## src/rtl/sad_min_tracker_if.sv

```systemverilog
// Bus bundle for the SAD minimum tracker: search setup, SAD stream and results.
// The master side drives the search, the slave side is the tracker itself.
interface sad_min_tracker_if #(
    parameter int SAD_W = 32,
    parameter int DIM_W = 32
);
    logic             Start;
    logic [DIM_W-1:0] FrameWidth;
    logic [DIM_W-1:0] FrameHeight;
    logic [DIM_W-1:0] WinWidth;
    logic [DIM_W-1:0] WinHeight;
    logic             SADValid;
    logic [SAD_W-1:0] SAD_in;
    logic             Busy;
    logic             Done;
    logic             Err;
    logic [SAD_W-1:0] MinSAD;
    logic [DIM_W-1:0] BestX;
    logic [DIM_W-1:0] BestY;
    logic [DIM_W-1:0] CurX;
    logic [DIM_W-1:0] CurY;

    modport master (
        output Start, FrameWidth, FrameHeight, WinWidth, WinHeight, SADValid, SAD_in,
        input  Busy, Done, Err, MinSAD, BestX, BestY, CurX, CurY
    );

    modport slave (
        input  Start, FrameWidth, FrameHeight, WinWidth, WinHeight, SADValid, SAD_in,
        output Busy, Done, Err, MinSAD, BestX, BestY, CurX, CurY
    );
endinterface

```

## src/rtl/sad_min_tracker.sv

```systemverilog
// Tracks the minimum SAD over a raster-ordered window search and records where
// it occurred; the first of equal minima is kept.
module sad_min_tracker #(
    parameter int SAD_W = 32,
    parameter int DIM_W = 32
) (
    input  logic                Clk,
    input  logic                Reset,
    sad_min_tracker_if.slave    bus
);

    typedef enum logic [1:0] {
        ST_IDLE = 2'd0,
        ST_RUN  = 2'd1,
        ST_DONE = 2'd2
    } state_t;

    state_t           state_r;
    state_t           next_state_s;

    logic [DIM_W-1:0] lim_x_r;
    logic [DIM_W-1:0] lim_y_r;
    logic [SAD_W-1:0] min_sad_r;
    logic [DIM_W-1:0] best_x_r;
    logic [DIM_W-1:0] best_y_r;
    logic [DIM_W-1:0] cur_x_r;
    logic [DIM_W-1:0] cur_y_r;
    logic             err_r;

    logic             legal_s;
    logic             take_start_s;
    logic             accept_s;
    logic             last_s;
    logic             better_s;
    logic             busy_s;
    logic             done_s;

    // Window must be non-empty and fit inside the frame in both axes.
    assign legal_s = (bus.WinWidth  != {DIM_W{1'b0}}) &&
                     (bus.WinHeight != {DIM_W{1'b0}}) &&
                     (bus.WinWidth  <= bus.FrameWidth) &&
                     (bus.WinHeight <= bus.FrameHeight);

    assign take_start_s = bus.Start && (state_r != ST_RUN);
    assign accept_s     = bus.SADValid && (state_r == ST_RUN);
    assign last_s       = (cur_x_r == lim_x_r) && (cur_y_r == lim_y_r);
    assign better_s     = (bus.SAD_in < min_sad_r);

    // State register.
    always_ff @(posedge Clk) begin
        if (Reset) begin
            state_r <= ST_IDLE;
        end else begin
            state_r <= next_state_s;
        end
    end

    // Next-state decode.
    always_comb begin
        next_state_s = state_r;
        case (state_r)
            ST_IDLE, ST_DONE: begin
                if (bus.Start) begin
                    if (legal_s) begin
                        next_state_s = ST_RUN;
                    end else begin
                        next_state_s = ST_DONE;
                    end
                end else begin
                    next_state_s = state_r;
                end
            end
            ST_RUN: begin
                if (bus.SADValid && last_s) begin
                    next_state_s = ST_DONE;
                end else begin
                    next_state_s = ST_RUN;
                end
            end
            default: begin
                next_state_s = ST_IDLE;
            end
        endcase
    end

    // Status outputs decoded straight from the state register.
    always_comb begin
        busy_s = 1'b0;
        done_s = 1'b0;
        case (state_r)
            ST_IDLE: begin
                busy_s = 1'b0;
                done_s = 1'b0;
            end
            ST_RUN: begin
                busy_s = 1'b1;
                done_s = 1'b0;
            end
            ST_DONE: begin
                busy_s = 1'b0;
                done_s = 1'b1;
            end
            default: begin
                busy_s = 1'b0;
                done_s = 1'b0;
            end
        endcase
    end

    // Search datapath: dimension latch, running minimum and raster position.
    always_ff @(posedge Clk) begin
        if (Reset) begin
            lim_x_r   <= {DIM_W{1'b0}};
            lim_y_r   <= {DIM_W{1'b0}};
            min_sad_r <= {SAD_W{1'b1}};
            best_x_r  <= {DIM_W{1'b0}};
            best_y_r  <= {DIM_W{1'b0}};
            cur_x_r   <= {DIM_W{1'b0}};
            cur_y_r   <= {DIM_W{1'b0}};
            err_r     <= 1'b0;
        end else if (take_start_s) begin
            // Limits may underflow for illegal sizes; they are never used then.
            lim_x_r <= bus.FrameWidth  - bus.WinWidth;
            lim_y_r <= bus.FrameHeight - bus.WinHeight;
            err_r   <= ~legal_s;
            if (legal_s) begin
                min_sad_r <= {SAD_W{1'b1}};
                best_x_r  <= {DIM_W{1'b0}};
                best_y_r  <= {DIM_W{1'b0}};
                cur_x_r   <= {DIM_W{1'b0}};
                cur_y_r   <= {DIM_W{1'b0}};
            end else begin
                min_sad_r <= min_sad_r;
                best_x_r  <= best_x_r;
                best_y_r  <= best_y_r;
                cur_x_r   <= cur_x_r;
                cur_y_r   <= cur_y_r;
            end
        end else if (accept_s) begin
            if (better_s) begin
                min_sad_r <= bus.SAD_in;
                best_x_r  <= cur_x_r;
                best_y_r  <= cur_y_r;
            end else begin
                min_sad_r <= min_sad_r;
                best_x_r  <= best_x_r;
                best_y_r  <= best_y_r;
            end
            // The final position is held so the results stay attributable.
            if (last_s) begin
                cur_x_r <= cur_x_r;
                cur_y_r <= cur_y_r;
            end else if (cur_x_r == lim_x_r) begin
                cur_x_r <= {DIM_W{1'b0}};
                cur_y_r <= cur_y_r + {{(DIM_W-1){1'b0}}, 1'b1};
            end else begin
                cur_x_r <= cur_x_r + {{(DIM_W-1){1'b0}}, 1'b1};
                cur_y_r <= cur_y_r;
            end
        end else begin
            lim_x_r   <= lim_x_r;
            lim_y_r   <= lim_y_r;
            min_sad_r <= min_sad_r;
            best_x_r  <= best_x_r;
            best_y_r  <= best_y_r;
            cur_x_r   <= cur_x_r;
            cur_y_r   <= cur_y_r;
            err_r     <= err_r;
        end
    end

    assign bus.Busy   = busy_s;
    assign bus.Done   = done_s;
    assign bus.Err    = err_r;
    assign bus.MinSAD = min_sad_r;
    assign bus.BestX  = best_x_r;
    assign bus.BestY  = best_y_r;
    assign bus.CurX   = cur_x_r;
    assign bus.CurY   = cur_y_r;

endmodule

```

## src/flat_wrapper.sv

```systemverilog
// flat-port wrapper written by rule: the top's interface ports become plain ports
module sad_min_tracker_flat 
#(
    parameter int SAD_W = 32,
    parameter int DIM_W = 32
)
  (Clk, Reset, bus_Start, bus_FrameWidth, bus_FrameHeight, bus_WinWidth, bus_WinHeight, bus_SADValid, bus_SAD_in, bus_Busy, bus_Done, bus_Err, bus_MinSAD, bus_BestX, bus_BestY, bus_CurX, bus_CurY);
  sad_min_tracker_if #(.SAD_W(SAD_W), .DIM_W(DIM_W)) bus_i ();
  input  logic Clk;
  input  logic Reset;
  input wire logic [$bits(bus_i.Start)-1:0] bus_Start;
  input wire logic [$bits(bus_i.FrameWidth)-1:0] bus_FrameWidth;
  input wire logic [$bits(bus_i.FrameHeight)-1:0] bus_FrameHeight;
  input wire logic [$bits(bus_i.WinWidth)-1:0] bus_WinWidth;
  input wire logic [$bits(bus_i.WinHeight)-1:0] bus_WinHeight;
  input wire logic [$bits(bus_i.SADValid)-1:0] bus_SADValid;
  input wire logic [$bits(bus_i.SAD_in)-1:0] bus_SAD_in;
  output wire logic [$bits(bus_i.Busy)-1:0] bus_Busy;
  output wire logic [$bits(bus_i.Done)-1:0] bus_Done;
  output wire logic [$bits(bus_i.Err)-1:0] bus_Err;
  output wire logic [$bits(bus_i.MinSAD)-1:0] bus_MinSAD;
  output wire logic [$bits(bus_i.BestX)-1:0] bus_BestX;
  output wire logic [$bits(bus_i.BestY)-1:0] bus_BestY;
  output wire logic [$bits(bus_i.CurX)-1:0] bus_CurX;
  output wire logic [$bits(bus_i.CurY)-1:0] bus_CurY;
  assign bus_i.Start = bus_Start;
  assign bus_i.FrameWidth = bus_FrameWidth;
  assign bus_i.FrameHeight = bus_FrameHeight;
  assign bus_i.WinWidth = bus_WinWidth;
  assign bus_i.WinHeight = bus_WinHeight;
  assign bus_i.SADValid = bus_SADValid;
  assign bus_i.SAD_in = bus_SAD_in;
  assign bus_Busy = bus_i.Busy;
  assign bus_Done = bus_i.Done;
  assign bus_Err = bus_i.Err;
  assign bus_MinSAD = bus_i.MinSAD;
  assign bus_BestX = bus_i.BestX;
  assign bus_BestY = bus_i.BestY;
  assign bus_CurX = bus_i.CurX;
  assign bus_CurY = bus_i.CurY;
  sad_min_tracker #(.SAD_W(SAD_W), .DIM_W(DIM_W)) u_core (.Clk(Clk), .Reset(Reset), .bus(bus_i));
endmodule
```

## config.mk

```make
export PLATFORM = sky130hd
export DESIGN_NAME = sad_min_tracker_flat
export DESIGN_NICKNAME = d
export VERILOG_FILES = /design/src/rtl/sad_min_tracker_if.sv /design/src/rtl/sad_min_tracker.sv /design/src/flat_wrapper.sv
export SDC_FILE = /design/constraint.sdc
export NUM_CORES = 1
export LEC_CHECK = 0
export ABC_CLOCK_PERIOD_IN_PS = 5250
export BUFFER_PORTS_ARGS = -buffer_cell sky130_fd_sc_hd__buf_2
export CAP_MARGIN = 15
export CORE_MARGIN = 2
export CORE_UTILIZATION = 25
export DETAILED_ROUTE_END_ITERATION = 6
export PLACE_DENSITY = 0.52
export SLEW_MARGIN = 20
export SYNTH_ARGS = -nofsm -noshare
export SYNTH_HDL_FRONTEND = slang
export SYNTH_SLANG_ARGS = --single-unit
export TNS_END_PERCENT = 10
```

## constraint.sdc

```tcl
create_clock -name Clk -period 5.25 [get_ports Clk]
set_input_delay 0.525 -clock Clk [delete_from_list [all_inputs] [get_ports Clk]]
set_output_delay 0.525 -clock Clk [all_outputs]
set_load 0.02 [all_outputs]
```

==> out/qor.csv <==
stage,metric,value,unit
logic_synthesis,ys_seq_area_share,31.71,%
logic_synthesis,avgSynthCellArea,7.936,sq um
power,p_int,3.334,mW
power,switchingPower,1.374,mW
power,total_power,4.708,mW
clock_tree,htreeDepth,1,
logic_synthesis,synth_edf_count,0,
detailed_routing,drt_iter0_drc,919,
clock_tree,worstSkewPairLatency,0.54,ns
placed_design,dp_slack,1.236,ns
logic_synthesis,ys_ff_latch,227,
grt,grt_pass1_vias,13620,
grt,grt_pass1_wl,80.66,mm
logic_synthesis,yosys.area.top_type_share,31.71,%
power,clock_power_share,42.1,%
sta,maxSlewHeadroom,42.45,%
clock_tree,ctsResizeCount,0,
sta,setup_slack,1.653,ns
power,vdd_drop_max,0.0002337,V
power,power_frac_comb,18.9,%
layout,nNetsFinal,2336,
logic_synthesis,mappedNetlistArea,0.01433,sq mm
clock_tree,clkSinkCount,227,
detailed_routing,antenna_left,0,
critical_path,worstSetupEndpointType,flip-flop,
die,die_w,243.4,um
grt,globalRouteOverflowTotal,0,
logic_synthesis,syn_inst,1806,
grt,grt_use_total,17.09,%
logic_synthesis,synth_ff_type,dfxtp_1,
detailed_routing,vias_per_cell,5.051,
sta,finalSetupViolCount,0,
layout,area_growth,23.35,%
die,start_util,25.37,%
min_path,min_path_type,in2reg,
placed_design,place_inst,2800,
power,pwr-share-seq,39.0,%
layout,stdcell_count,2851,
clock_tree,cts_tree,built,
die,io_pins,327,
placed_design,port_buffers,326,
sta,period_share,68.51,%
clock_tree,cts_root_buf,clkbuf_16,
sta,fin_crit,3.597,ns
critical_path,start_kind,flip-flop,
critical_path,crit_type,reg2reg,
critical_path,worstPathRequired,5.71,ns
detailed_routing,vias,14400,
layout,n_fill_cell,6010,
critical_path,worstPathMaxFanout,51,
sta,drv_slew,0,
detailed_routing,wl_per_cell,18.55,um
logic_synthesis,synth_top_family_by_area,compound AO/OA/AOI/OAI gates,
logic_synthesis,synth_compound_area_share,24.78,%
clock_tree,numCtsBuffers,27,
run_status,outcome,finished clean,
detailed_routing,firstDrtPassIters,6,
clock_tree,clk_transition_reported_paths,0.06,ns
logic_synthesis,synthesis.nets,2069,
clock_tree,postCtsSetupBuffers,0,
logic_synthesis,ys_warn_count,0,
logic_synthesis,synthXorXnorAreaFrac,6.661,%
clock_tree,hold_buffers,0,
detailed_routing,drc,0,
logic_synthesis,yosysUniqueCellTypes,75,
run,cap_violations,0,
clock_tree,ctsLongestPathBuffers,3,
logic_synthesis,synth_area_leaders,"dfxtp_1 (32%), ha_1 (8.5%), inv_1 (4.7%)",
grt,grt_max_degree,98,
grt,antenna_found_initial,6,
critical_path,arrival,4.06,ns
logic_synthesis,synth-async-reset-ratio,0,%
logic_synthesis,synthMuxAreaShare,0.1397,%
power,p_leak,7.845,nW
placed_design,dpl.hpwl,41.18,mm
placed_design,gp_congestion,0.8704,
die,dieHeight,243.4,um
logic_synthesis,yosys.area_share.simple,20.19,%
power,powerDensity,266.3,mW/mm^2
logic_synthesis,yosysTopAreaCell,dfxtp_1,
logic_synthesis,synth_fa_ha_area_share,8.747,%
sta,max_freq,278.0,MHz
sta,fin_hold_ws,0.3085,ns
die,core_area,0.05650,sq mm
power,p_sw_share,29.18,%
detailed_routing,drt_wl_total,52.87,mm
sta,fin_setup_tns,0,ns
sta,hold_viol,0,
sta,fin_skew,0.01325,ns
die,rows,87,
sta,worstMarginPinSlew,0.8554,ns
die,die_area,0.05926,sq mm
sta,rsz0062_at_grt,no,
layout,drive_above_1_share,20.35,%
## metrics by stage
stage / util (%) / instance area (sq um)
floorplan: - / 14330
global placement: 29.63 / 16740
detailed placement: 29.63 / 16740
CTS: 31.28 / 17670
global route: 31.28 / 17670
finish: 31.29 / 17680
## area by class of cell
type	count	area (sq um)	share of cell area, %
Antenna cell	2	5.005	0.02831
Clock buffer	37	783.3	4.430
Clock inverter	12	153.9	0.8705
Inverter	182	683.2	3.864
Multi-Input combinational cell	1288	8725	49.35
Sequential cell	227	4544	25.70
Tap cell	756	945.9	5.350
Timing Repair Buffer	347	1839	10.40
## path summary, 6_finish.rpt
kind	start	endpoint	slack [ns]	cells past startpoint
max	u_core.bus.CurX[28]$_SDFFE_PP0P_	u_core.bus.CurX[22]$_SDFFE_PP0P_	1.65	10
min	bus_SAD_in[0]	u_core.bus.MinSAD[0]$_SDFFE_PP1P_	0.31	3
max reg2reg	u_core.bus.CurX[28]$_SDFFE_PP0P_	u_core.bus.CurX[22]$_SDFFE_PP0P_	1.65	10
min reg2reg	u_core.bus.BestX[20]$_SDFFE_PP0P_	u_core.bus.BestX[20]$_SDFFE_PP0P_	0.46	2
## critical path: stages (launching register included)
cell and delay, ns:
dfxtp_1 0.60, xnor2_1 0.23, nand4_1 0.11, nor4_1 0.29, nand2_1 0.30, nor3_1 0.68
nor2_1 0.33, a21oi_2 0.18, buf_4 0.40, o21ai_0 0.18, a21oi_1 0.18
## cell usage in the layout (no fill, tap or decap), types with 40 or more instances in the layout
| cell | n |
|---|---|
| nor2_1 | 85 |
| dfxtp_1 | 227 |
| inv_1 | 181 |
| o31ai_1 | 69 |
| xor2_1 | 49 |
| ha_1 | 97 |
| buf_2 | 326 |
| a21oi_1 | 129 |
| nand3_1 | 106 |
| o21ai_0 | 81 |
| a21o_1 | 40 |
| nand2_1 | 121 |
| xnor2_1 | 60 |
## flip-flops by register name, summed over array words and instances (netlist names)
| signal | count |
|---|---|
| u_core.bus.BestX | 32 |
| u_core.bus.BestY | 32 |
| u_core.bus.CurX | 32 |
| u_core.bus.CurY | 32 |
| u_core.bus.Err | 1 |
| u_core.bus.MinSAD | 32 |
| u_core.lim_x_r | 32 |
| u_core.lim_y_r | 32 |
| u_core.state_r | 2 |
## Yosys cell counts, types with 38 or more instances
cell type	n
xor2_1	49
o31ai_1	69
nand4_1	38
a21o_1	40
dfxtp_1	227
o21ai_0	82
nand2_1	122
clkbuf_1	78
ha_1	97
nor2_1	86
inv_1	181
a21oi_1	129
xnor2_1	60
nand3_1	106
## layer usage
layer  GRT usage [%]  up-vias  routed length [um]
li1                -     7069                   -
met1           24.75     6808               25870
met2           25.98      441               22410
met3           2.809       78                3331
met4           4.655        4                1239
met5               0        -                  21
## power by group through the flow
stage	registers, mW	clock network, mW	logic [mW]
after floorplan	1.86	0	0.603
after global routing	1.85	2.11	0.987
after global placement	1.88	0	0.878
after CTS	1.84	2.04	0.890
after detailed placement	1.88	0	0.886
final	1.84	1.98	0.888
## kinds of logic after synthesis
logic type / after synthesis
flip-flops: 227
multiplexers: 2
buffers and inverters: 291
AND/OR/NAND/NOR: 553
AO/OA/AOI/OAI: 525
adder cells (fa/ha/maj): 99
XOR/XNOR: 109
Power figures use the tool's default switching activity.
